### src/rtl/disp_hex_mux_n_if.sv
// Display bus between a data source and the multiplexed 7-segment driver.
// The source drives digit data and controls; the driver returns the pin-level scan outputs.
interface disp_hex_mux_n_if #(
  parameter int N_DIG = 4
);
  logic [4*N_DIG-1:0] hex;
  logic [N_DIG-1:0]   dp_in;
  logic               blank_lz;
  logic [N_DIG-1:0]   blink_en;
  logic [N_DIG-1:0]   an;
  logic [7:0]         sseg;
  logic               frame_tick;

  modport master (
    output hex, dp_in, blank_lz, blink_en,
    input  an, sseg, frame_tick
  );

  modport slave (
    input  hex, dp_in, blank_lz, blink_en,
    output an, sseg, frame_tick
  );
endinterface

### src/rtl/disp_hex_mux_n.sv
// N-digit multiplexed hex display driver with frame-synchronous input capture,
// leading-zero blanking, per-digit blink and a frame-complete strobe.
module disp_hex_mux_n #(
  parameter int N_DIG      = 4,
  parameter int SCAN_DIV   = 50000,
  parameter int BLINK_BITS = 25
) (
  input  logic            clk,
  input  logic            reset,
  disp_hex_mux_n_if.slave bus
);
  localparam int CNT_W = $clog2(SCAN_DIV);
  localparam int IDX_W = $clog2(N_DIG);

  function automatic logic [6:0] hex_to_seg(input logic [3:0] v);
    logic [6:0] s;
    case (v)
      4'h0: s = 7'h40;  4'h1: s = 7'h79;  4'h2: s = 7'h24;  4'h3: s = 7'h30;
      4'h4: s = 7'h19;  4'h5: s = 7'h12;  4'h6: s = 7'h02;  4'h7: s = 7'h78;
      4'h8: s = 7'h00;  4'h9: s = 7'h10;  4'hA: s = 7'h08;  4'hB: s = 7'h03;
      4'hC: s = 7'h46;  4'hD: s = 7'h21;  4'hE: s = 7'h06;  default: s = 7'h0E;
    endcase
    return s;
  endfunction

  logic [CNT_W-1:0]      cnt_p0;
  logic [IDX_W-1:0]      idx_p0;
  logic [BLINK_BITS-1:0] blink_p0;
  logic                  load_pending;
  logic [4*N_DIG-1:0]    hex_sh;
  logic [N_DIG-1:0]      dp_sh;
  logic                  blz_sh;
  logic [N_DIG-1:0]      blk_sh;

  logic [N_DIG-1:0]      an_p1;
  logic [7:0]            sseg_p1;
  logic                  ft_p1;

  logic                  step;
  logic                  last_idx;
  logic                  capture;
  logic                  dark;
  logic                  zero_run;
  logic [N_DIG-1:0]      blank_vec;
  logic [3:0]            nib;
  logic [N_DIG-1:0]      an_nxt;
  logic [7:0]            sseg_nxt;

  assign step     = (cnt_p0 == CNT_W'(SCAN_DIV - 1));
  assign last_idx = (idx_p0 == IDX_W'(N_DIG - 1));
  // Capture only at frame boundaries so a frame is never a mix of old and new data.
  assign capture  = load_pending | (step & last_idx);

  always_comb begin
    zero_run  = 1'b1;
    blank_vec = '0;
    // A digit is a leading zero only if it and every more-significant digit are zero.
    for (int i = N_DIG - 1; i >= 0; i--) begin
      zero_run     = zero_run & (hex_sh[4*i +: 4] == 4'h0);
      blank_vec[i] = zero_run & blz_sh & (i != 0);
    end
    nib      = hex_sh[{idx_p0, 2'b00} +: 4];
    dark     = blk_sh[idx_p0] & blink_p0[BLINK_BITS-1];
    an_nxt   = '1;
    sseg_nxt = 8'hFF;
    if (!dark) begin
      an_nxt   = ~(N_DIG'(1) << idx_p0);
      sseg_nxt = {dp_sh[idx_p0], blank_vec[idx_p0] ? 7'h7F : hex_to_seg(nib)};
    end
  end

  // Stage p0: scan/blink counters and shadow capture; stage p1: registered pin outputs.
  always_ff @(posedge clk) begin
    if (reset) begin
      cnt_p0       <= '0;
      idx_p0       <= '0;
      blink_p0     <= '0;
      load_pending <= 1'b1;
      hex_sh       <= '0;
      dp_sh        <= '0;
      blz_sh       <= 1'b0;
      blk_sh       <= '0;
      an_p1        <= '1;
      sseg_p1      <= 8'hFF;
      ft_p1        <= 1'b0;
    end else begin
      blink_p0 <= blink_p0 + BLINK_BITS'(1);
      if (step) begin
        cnt_p0 <= '0;
        idx_p0 <= last_idx ? '0 : idx_p0 + IDX_W'(1);
      end else begin
        cnt_p0 <= cnt_p0 + CNT_W'(1);
      end
      if (capture) begin
        hex_sh       <= bus.hex;
        dp_sh        <= bus.dp_in;
        blz_sh       <= bus.blank_lz;
        blk_sh       <= bus.blink_en;
        load_pending <= 1'b0;
      end
      ft_p1   <= step & last_idx;
      an_p1   <= an_nxt;
      sseg_p1 <= sseg_nxt;
    end
  end

  assign bus.an         = an_p1;
  assign bus.sseg       = sseg_p1;
  assign bus.frame_tick = ft_p1;
endmodule
### src/flat_wrapper.sv
// flat-port wrapper written by rule: the top's interface ports become plain ports
module disp_hex_mux_n_flat 
#(
  parameter int N_DIG      = 4,
  parameter int SCAN_DIV   = 50000,
  parameter int BLINK_BITS = 25
)
  (clk, reset, bus_hex, bus_dp_in, bus_blank_lz, bus_blink_en, bus_an, bus_sseg, bus_frame_tick);
  disp_hex_mux_n_if #(.N_DIG(N_DIG)) bus_i ();
  input  logic clk;
  input  logic reset;
  input wire logic [$bits(bus_i.hex)-1:0] bus_hex;
  input wire logic [$bits(bus_i.dp_in)-1:0] bus_dp_in;
  input wire logic [$bits(bus_i.blank_lz)-1:0] bus_blank_lz;
  input wire logic [$bits(bus_i.blink_en)-1:0] bus_blink_en;
  output wire logic [$bits(bus_i.an)-1:0] bus_an;
  output wire logic [$bits(bus_i.sseg)-1:0] bus_sseg;
  output wire logic [$bits(bus_i.frame_tick)-1:0] bus_frame_tick;
  assign bus_i.hex = bus_hex;
  assign bus_i.dp_in = bus_dp_in;
  assign bus_i.blank_lz = bus_blank_lz;
  assign bus_i.blink_en = bus_blink_en;
  assign bus_an = bus_i.an;
  assign bus_sseg = bus_i.sseg;
  assign bus_frame_tick = bus_i.frame_tick;
  disp_hex_mux_n #(.N_DIG(N_DIG), .SCAN_DIV(SCAN_DIV), .BLINK_BITS(BLINK_BITS)) u_core (.clk(clk), .reset(reset), .bus(bus_i));
endmodule
### config.mk
export PLATFORM = sky130hd
export DESIGN_NAME = disp_hex_mux_n_flat
export DESIGN_NICKNAME = d
export VERILOG_FILES = /design/src/rtl/disp_hex_mux_n_if.sv /design/src/rtl/disp_hex_mux_n.sv /design/src/flat_wrapper.sv
export SDC_FILE = /design/constraint.sdc
export NUM_CORES = 1
export LEC_CHECK = 0
export ABC_AREA = 1
export BUFFER_PORTS_ARGS = -buffer_cell sky130_fd_sc_hd__buf_2
export CAP_MARGIN = 20
export CELL_PAD_IN_SITES_DETAIL_PLACEMENT = 1
export CELL_PAD_IN_SITES_GLOBAL_PLACEMENT = 1
export CORE_MARGIN = 2
export CORE_UTILIZATION = 43
export DETAILED_ROUTE_END_ITERATION = 8
export PLACE_DENSITY = 0.87
export SYNTH_ARGS = -nofsm -noshare
export SYNTH_HDL_FRONTEND = slang
export SYNTH_SLANG_ARGS = --single-unit
### constraint.sdc
create_clock -name clk -period 2.2 [get_ports clk]
set_input_delay 0.11 -clock clk [delete_from_list [all_inputs] [get_ports clk]]
set_output_delay 0.11 -clock clk [all_outputs]
set_load 0.02 [all_outputs]
==> metrics.txt, run 1 <==
status=complete, no violations; count of final setup violators=0; sequential share of the synthesized area=0.389; fraction of layout cells with a size suffix above 1=0.135; fin crit period=1870 ps; Fillers=between 1000 and 1500; post-route ant nets=0; Avg Inst Size Synth=6.89 um^2; die height=between 100 and 150 um; WS Path Type=register to register; Cell Count Post-Placement=between 700 and 800; Ys Warns=0; CTS Root Cell=clkbuf_8; clk sinks=82; clock slew at reported path FFs=90 ps; gpl congestion=just under 0.9; htree depth=3; Layout Utilization=0.510; DRC viols=0; Area contributors post-synth=dfxtp_1, nand2_1, nor2_1, nand3_1, inv_1; Post-DP HPWL=7680 um; Yosys top cell by area=dfxtp_1; Initial Util=0.438; hold path cells=3; Max Cap Viol=0; Max transition margin=0.627; Synth Area in Simple Gates=0.374; r2r startpoint=u_core.cnt_p0[0]; pin count of the biggest net entering global routing=51; largest family of logic cells by synthesized area=simple AND/OR/NAND/NOR gates; multi-input combinational cell area=approximately 2200 um^2; Nets=around 710; drt first pass iters=4; Max clock buf depth=2; syn nets=651; CTS buffer count=9; Synth Area in Adders=0.0356; gr ovfl total=0; critical-path maximum fanout=33; FF+latch area=1640 um^2; diode count=0; routed len/inst=14.4 um; RR Endpoint=u_core.hex_sh[9]; layout overhead on the synthesized area=16.5%; Ports=40; RSZ-0062 raised after global routing=false; postcts setup bufs=0; # rows=36; post-route cell area=approximately 4900 um^2; Period Utilization, post-route=0.851; Die ar.=roughly 11000 um^2; vias per inst=5.05; worst setup margin=about 330 ps; reg2reg path depth=7; vias after detailed routing=approximately 4000; Synth Area in XOR/XNOR=0.0187; Die X=slightly above 100 um; Port Buffers=39; placed cell area=roughly 4500 um^2; vias in the first global route=between 4000 and 5000; setup TNS=0 ps; drt initial violations=94; global-route wire length before repair=roughly 19000 um; worst skew pair latency=roughly 370 ps; startpoint types=register; Critical Path AT=2130 ps; CTS tree=done; Hold Path End=u_core.hex_sh[5]; Reg2Reg Setup Slack=about 330 ps; Synth Cell Area=~4200 um^2; Routed Wire Length=about 12000 um; Compound-Gate Fraction of Synth Area=0.0851; fin cells=~810; distinct cell type count after synthesis=33; initial antenna violation count=0; fmax=approximately 0.53 GHz; fin. max-slew vios=0; Leak=about 2.0 nW; FF+latch count, synth=82; Hold/Removal Path Class=input pin to register; clock skew=about 13 ps; post-synthesis mux area share=0; Global Route Usage Sum=0.234; Hold Crit Start=bus_hex[5]; VDD IR max=0.277 mV; Worst-Margin Slew=roughly 560 ps; Final Hold Viols=0; WP data required=between 2000 and 2500 ps; P per Cell Area=604 nW/um^2; Crit. End Element=register; Placeable Area=roughly 9600 um^2; Synth top area share=0.389; Mapped Cells=612; Place WS=a little over 200 ps
[critical path: stages, from the launching register on]
cell,delay (ps)
dfxtp_1,360
ha_1,210
nand3_2,130
nor2_2,200
nand3_4,240
buf_12,260
a21oi_1,230
nor2_1,100
[through the flow]
stage / total power [mW] / hold WS, ps
6_report: 2.97 / 2.79
5_1_grt: 3.10 / 3.16
4_1_cts: 2.97 / 11.7
3_5_place_dp: 1.89 / 342
3_3_place_gp: 1.88 / 328
2_1_floorplan: 1.80 / 200
[logic make-up after synthesis]
kind of cell	Yosys count
buf+inv	90
xor+xnor	9
flops	82
fa+ha+maj	12
simple gates	351
compound gates	68
[power by group]
part,internal [mW],leakage (nW),switching (mW),total (mW)
Clock,0.476,0.0919,0.591,1.07
Combinational,0.132,1.28,0.198,0.330
Sequential,1.54,0.673,0.0334,1.57
Total,2.15,2.04,0.823,2.97
[layer usage]
metal / up-vias / GRT usage / wire, um
met5: - / 0 / 0
met4: 0 / 0.110 / 296
met3: 20 / 0.0386 / 265
met2: 60 / 0.387 / 5660
met1: 1946 / 0.298 / 5440
li1: 2058 / - / -
[worst max path at each step]
stage                              end  cells after the start        startpoint
floorplan           u_core.bus.sseg[6]                     12  u_core.idx_p0[0]
global placement    u_core.bus.sseg[0]                      9  u_core.idx_p0[1]
detailed placement  u_core.bus.sseg[0]                      9  u_core.idx_p0[1]
CTS                 u_core.bus.sseg[0]                      9  u_core.idx_p0[1]
global route        u_core.bus.sseg[0]                      9  u_core.idx_p0[1]
finish                u_core.hex_sh[9]                      7  u_core.cnt_p0[0]
[layout make-up]
type	instances	area share
multi-input combinational	440	0.441
sequential	82	0.335
tap	133	0.0339
clock inverter	5	0.00764
clock buffer	11	0.0308
timing repair buffer	69	0.100
inverter	68	0.0519
[flip-flops by register name, summed over array words and instances (netlist names), 2 cells and up]
register	flops
u_core.blink_p0	25
u_core.blk_sh	4
u_core.bus.an	4
u_core.bus.sseg	8
u_core.cnt_p0	16
u_core.dp_sh	4
u_core.hex_sh	16
u_core.idx_p0	2
[cells in the mapped netlist, drive strengths merged]
cell type	n
nand2	158
nor2	99
dfxtp	82
inv	67
nand3	66
a21oi	48
o21ai	18
buf	17
ha	12
nand4	10
nor3	8
clkbuf	5
nand3b	5
xor2	5
xnor2	4
nor3b	3
or2	2
clkinv	1
o21ba	1
o21bai	1
[cells in the final DEF, fill, tap and decap left out, drive strengths merged]
| master | instances |
|---|---|
| nand4 | 10 |
| nand2 | 158 |
| clkinvlp | 2 |
| nand3b | 5 |
| dfxtp | 82 |
| o21ba | 1 |
| xnor2 | 4 |
| dlygate4sd3 | 24 |
| nand3 | 66 |
| a21oi | 48 |
| clkinv | 3 |
| o21bai | 1 |
| nor2 | 99 |
| nor3b | 3 |
| inv | 68 |
| buf | 45 |
| nor3 | 8 |
| o21ai | 18 |
| or2 | 2 |
| ha | 12 |
| xor2 | 5 |
| clkbuf | 11 |
[repair_timing]
action                                 CTS  global route
setup endpoints to repair                0             3
resized for setup                        0             2
hold buffers                            24             0
endpoints found under the hold margin   24             0
Power figures use the tool's default switching activity.
==> run 2: changes to the inputs <==
==> constraint.sdc (replaced) <==
create_clock -name clk -period 2 [get_ports clk]
set_input_delay 0.1 -clock clk [delete_from_list [all_inputs] [get_ports clk]]
set_output_delay 0.1 -clock clk [all_outputs]
set_load 0.02 [all_outputs]
==> run 2 against run 1 <==
- critical path type unchanged
- critical path depth unchanged
- largest power group unchanged
- register-to-register slack got worse by 190 ps
- flip-flop and latch count unchanged
- clock-buffer cell count increased by 1
- routed wire length increased by 9.8%
- sequential share of layout area decreased by 0.39 points
- clock skew increased by 8.1 ps
- core utilization increased by 0.56 points
- maximum frequency increased by 0.78%
- non-clock buffer count increased by 4
- first-iteration DRC count increased by 82%
==> metrics.txt, run 2 (synthesis gave the netlist of run 1 again) <==
Global Route Usage Sum=0.249; DRC viols=0; drt first pass iters=4; P per Cell Area=roughly 700 nW/um^2; critical-path maximum fanout=31; gpl congestion=approximately 0.84; Comb power frac=0.110; initial antenna violation count=0; RR Endpoint=u_core.hex_sh[13]; clock slew at reported path FFs=about 90 ps; met3 wire length=between 400 and 500 um; diode count=0; Max transition margin=0.631; CTS Root Cell=clkbuf_8; Final Hold Viols=0; CTS tree=done; Setup crit end=u_core.hex_sh[13]; Leak=2.07 nW; Port Buffers=39; startpoint types=register; status=complete, no violations; pin count of the biggest net entering global routing=51; vias per inst=a little over 5; fin. max-slew vios=0; fmax=~0.54 GHz; placed cell area=around 4500 um^2; fin crit period=between 1500 and 2000 ps; Placeable Area=9640 um^2; Hold/Removal Path Class=input pin to register; CTS buffer count=9; vias in the first global route=between 4000 and 5000; global-route wire length before repair=20500 um; share of total power in sequential cells=0.501; gr ovfl total=0; largest reg by FF count=u_core.blink_p0; Critical Path AT=around 2100 ps; Period Utilization, post-route=0.929; switching pwr=between 0.9 and 1 mW; VDD IR max=0.500 mV; worst skew pair latency=between 300 and 400 ps; Max Cap Viol=0; Ports=40; Die X=103 um; RSZ-0062 raised after global routing=false; reg2reg path depth=7; setup TNS=0 ps; WS Path Type=register to register; Routed Wire Length=12800 um; drt initial violations=171; Crit. End Element=register; Fillers=1303; layout overhead on the synthesized area=17.8%; most frequent cells in the layout=nand2_1, nor2_1, dfxtp_1; commonest non-fill, non-tap cell in the layout=nand2_1; Nets=713; CP max stage cell=dfxtp_1; # rows=36; max layer used=met4; Reg2Reg Setup Slack=between 100 and 150 ps; die height=103 um; Worst-Margin Slew=roughly 550 ps; Largest regs=u_core.blink_p0 x25, u_core.cnt_p0 x16, u_core.hex_sh x16; routed len/inst=15.8 um; post-route cell area=4970 um^2; Initial Util=0.438; met2 routed WL=~6400 um; clk sinks=a little over 80; Clock Power Share=0.389; WP data required=about 2200 ps; Routed met1 length=5680 um; count of final setup violators=0; Crit. Startpoint=u_core.cnt_p0[0]; vias after detailed routing=~4200; CP max stage delay=around 370 ps; r2r startpoint=u_core.cnt_p0[0]; Sw Ratio=0.262; post-route ant nets=0; Max clock buf depth=2; htree depth=3; max reg flops=25; clock skew=~21 ps; CP Cell Sequence=ha_1 > nand3_2 > nor2_2 > nand3_4 > buf_12 > a21oi_1 > nor2_1; Int Power=2.55 mW; fraction of layout cells with a size suffix above 1=0.133; Die ar.=roughly 11000 um^2; Post-DP HPWL=about 8200 um
[run 2: power by group through the flow]
stage | Clock (mW) | Sequential, mW | Combinational, mW
after CTS | 1.35 | 1.73 | 0.357
after floorplan | 0 | 1.78 | 0.202
after detailed placement | 0 | 1.76 | 0.317
after global placement | 0 | 1.76 | 0.304
final | 1.35 | 1.73 | 0.382
after global routing | 1.44 | 1.74 | 0.422
[run 2: layer usage]
layer / GRT usage / vias up
met2: 0.429 / 88
met4: 0.0820 / 0
met3: 0.0542 / 25
met1: 0.310 / 2026
met5: 0 / -
li1: - / 2063
[run 2: area by class of cell]
| class | instances | area [um^2] | share of cell area |
|---|---|---|---|
| inverter | 68 | 255 | 0.0514 |
| clock inverter | 4 | 76.3 | 0.0154 |
| tap | 133 | 166 | 0.0335 |
| sequential | 82 | 1640 | 0.331 |
| multi-input combinational | 440 | 2170 | 0.436 |
| timing repair buffer | 73 | 526 | 0.106 |
| clock buffer | 12 | 135 | 0.0272 |
[run 2: worst min-delay path by stage]
stage	startpoint	endpoint	slack, ps	depth (start not counted)
finish	reset	u_core.load_pending	130	2
global route	reset	u_core.load_pending	140	2
CTS	reset	u_core.load_pending	120	2
detailed placement	bus_blink_en[3]	u_core.blk_sh[3]	330	3
global placement	bus_blink_en[3]	u_core.blk_sh[3]	320	3
floorplan	reset	u_core.load_pending	190	1
[run 2: critical path, delay by kind of cell (launching register included)]
kind,cells,cell delay (ps)
compound gates,1,190
buf+inv,1,270
fa+ha+maj,1,220
flops,1,370
simple gates,4,680
[run 2: stage by stage]
stage                     total power [mW]  worst slack (ps)  utilization  hold WS, ps  std cells
after floorplan                       1.98               403            -          190        612
after global routing                  3.60              29.9        0.515          135        812
final                                 3.46               142        0.515          129        812
after global placement                2.07               289        0.467          318        771
after detailed placement              2.08               176        0.467          327        771
after CTS                             3.44               171        0.515          116        812
[run 2: repair_timing]
item,CTS,global route
hold buffers,25,0
endpoints found under the hold margin,25,0
setup endpoints to repair,0,2
resized for setup,0,1
setup buffers,0,0
==> run 3: changes to the inputs <==
--- a/config.mk
+++ b/config.mk
@@ -12,8 +12,11 @@
 export CELL_PAD_IN_SITES_GLOBAL_PLACEMENT = 1
 export CORE_MARGIN = 2
 export CORE_UTILIZATION = 43
+export CTS_CLUSTER_SIZE = 12
 export DETAILED_ROUTE_END_ITERATION = 8
+export MAX_ROUTING_LAYER = met4
 export PLACE_DENSITY = 0.87
+export SLEW_MARGIN = 25
 export SYNTH_ARGS = -nofsm -noshare
 export SYNTH_HDL_FRONTEND = slang
 export SYNTH_SLANG_ARGS = --single-unit
==> run 3 against run 2 <==
- largest power group unchanged
- register-to-register slack about the same
- largest cell class unchanged
- clock skew increased by 1.7 ps
- maximum frequency about the same
- highest routed layer unchanged
==> metrics.txt, run 3 (synthesis gave the netlist of run 1 again) <==
fin. max-slew vios=0; Global Route Usage Sum=0.257; CP delay by family, top=simple AND/OR/NAND/NOR gates; Ports=40; Hold Crit Start=reset; CP max stage cell=dfxtp_1; Crit. End Element=register; Crit. Startpoint=u_core.cnt_p0[0]; vias in the first global route=about 4300; vias per inst=5.17; status=complete, no violations; fraction of layout cells with a size suffix above 1=0.134; pin count of the biggest net entering global routing=just over 50; CTS buffer count=9; routed len/inst=approximately 16 um; CTS tree=done; drt initial violations=211; Layout Utilization=0.516; vias after detailed routing=roughly 4200; htree depth=3; Period Utilization, post-route=0.930; Port Buffers=39; critical-path maximum fanout=31; gpl congestion=about 0.85; Max Cap Viol=0; Worst-Margin Slew=551 ps; worst skew pair latency=around 380 ps; CTS Root Cell=clkbuf_8; post-route ant nets=0; fmax=0.538 GHz; Worst Hold Slack=123 ps; RSZ-0062 raised after global routing=false; Routed Wire Length=12700 um; r2r startpoint=u_core.cnt_p0[0]; Leak=just over 2 nW; Hold/Removal Path Class=input pin to register; global-route wire length before repair=a little over 20000 um; clock skew=roughly 23 ps; DRC viols=0; count of final setup violators=0; buffers and inverters on the worst path=1; Critical Path AT=2110 ps; fin crit period=between 1500 and 2000 ps; CP max stage delay=370 ps; Pwr Total=approximately 3.5 mW; WS Path Type=register to register; Die ar.=10600 um^2; Largest regs=u_core.blink_p0 x25, u_core.cnt_p0 x16, u_core.hex_sh x16; commonest non-fill, non-tap cell in the layout=nand2_1; die height=a little over 100 um; initial antenna violation count=0; Die X=roughly 100 um; diode count=0; max reg flops=25; P per Cell Area=roughly 700 nW/um^2; layout overhead on the synthesized area=17.9%; CP Cell Sequence=ha_1 > nand3_2 > nor2_2 > nand3_4 > buf_12 > a21oi_1 > nor2_1; Max clock buf depth=2; VDD IR max=around 0.50 mV; postcts setup bufs=0; Nets=between 700 and 800; Max transition margin=0.633; Initial Util=0.438; most frequent cells in the layout=nand2_1, nor2_1, dfxtp_1; clock slew at reported path FFs=90 ps; Post-DP HPWL=just over 8000 um; startpoint types=register; WP data required=~2300 ps; gr ovfl total=0; largest reg by FF count=u_core.blink_p0; drt first pass iters=4; setup TNS=0 ps; clk sinks=between 80 and 90; Placeable Area=9640 um^2; # rows=36; Final Hold Viols=0
==> run 3: cell counts in the layout (fill, tap and decap cells not counted) <==
No cell type changed its count.
==> run 3: final timing paths <==
path | to | slack, ps | cells past startpoint
setup reg to reg | u_core.hex_sh[13] | 140 | 7
hold / removal | u_core.load_pending | 120 | 2
hold reg to reg | u_core.cnt_p0[0] | 460 | 1
setup / recovery | u_core.hex_sh[13] | 140 | 7
==> run 3: per-layer routing <==
metal  part of all wire  GRT usage
met5                  0          -
met4              0.014     0.0810
met3              0.033     0.0522
met2               0.51      0.427
met1               0.44      0.314
==> run 3: where the power goes <==
group          total (mW)  switching [mW]  internal [mW]  leakage [nW]
registers            1.73          0.0369           1.69         0.672
clock network        1.35           0.646          0.708         0.101
logic               0.381           0.232          0.149          1.30
total                3.47           0.915           2.55          2.07
==> run 3: cell type report <==
| cell class | instances | area [um^2] |
|---|---|---|
| Multi-Input combinational cell | 440 | 2170 |
| Sequential cell | 82 | 1640 |
| Fill cell | 1303 | 4670 |
| Clock inverter | 4 | 76.3 |
| Clock buffer | 12 | 135 |
| Timing Repair Buffer | 73 | 526 |
| Tap cell | 133 | 166 |
| Inverter | 68 | 255 |
==> run 3: repair_timing <==
action	in CTS	in global routing
hold endpoints to repair	25	0
hold buffers	25	0
resized for setup	0	2
setup endpoints to repair	0	2
==> run 3: stage by stage <==
step                worst slack [ps]  std cells  cell area (um^2)
floorplan                        403        612              4220
global placement                 289        771              4510
detailed placement               176        771              4510
CTS                              171        812              4970
global route                    20.6        812              4970
finish                           141        812              4970
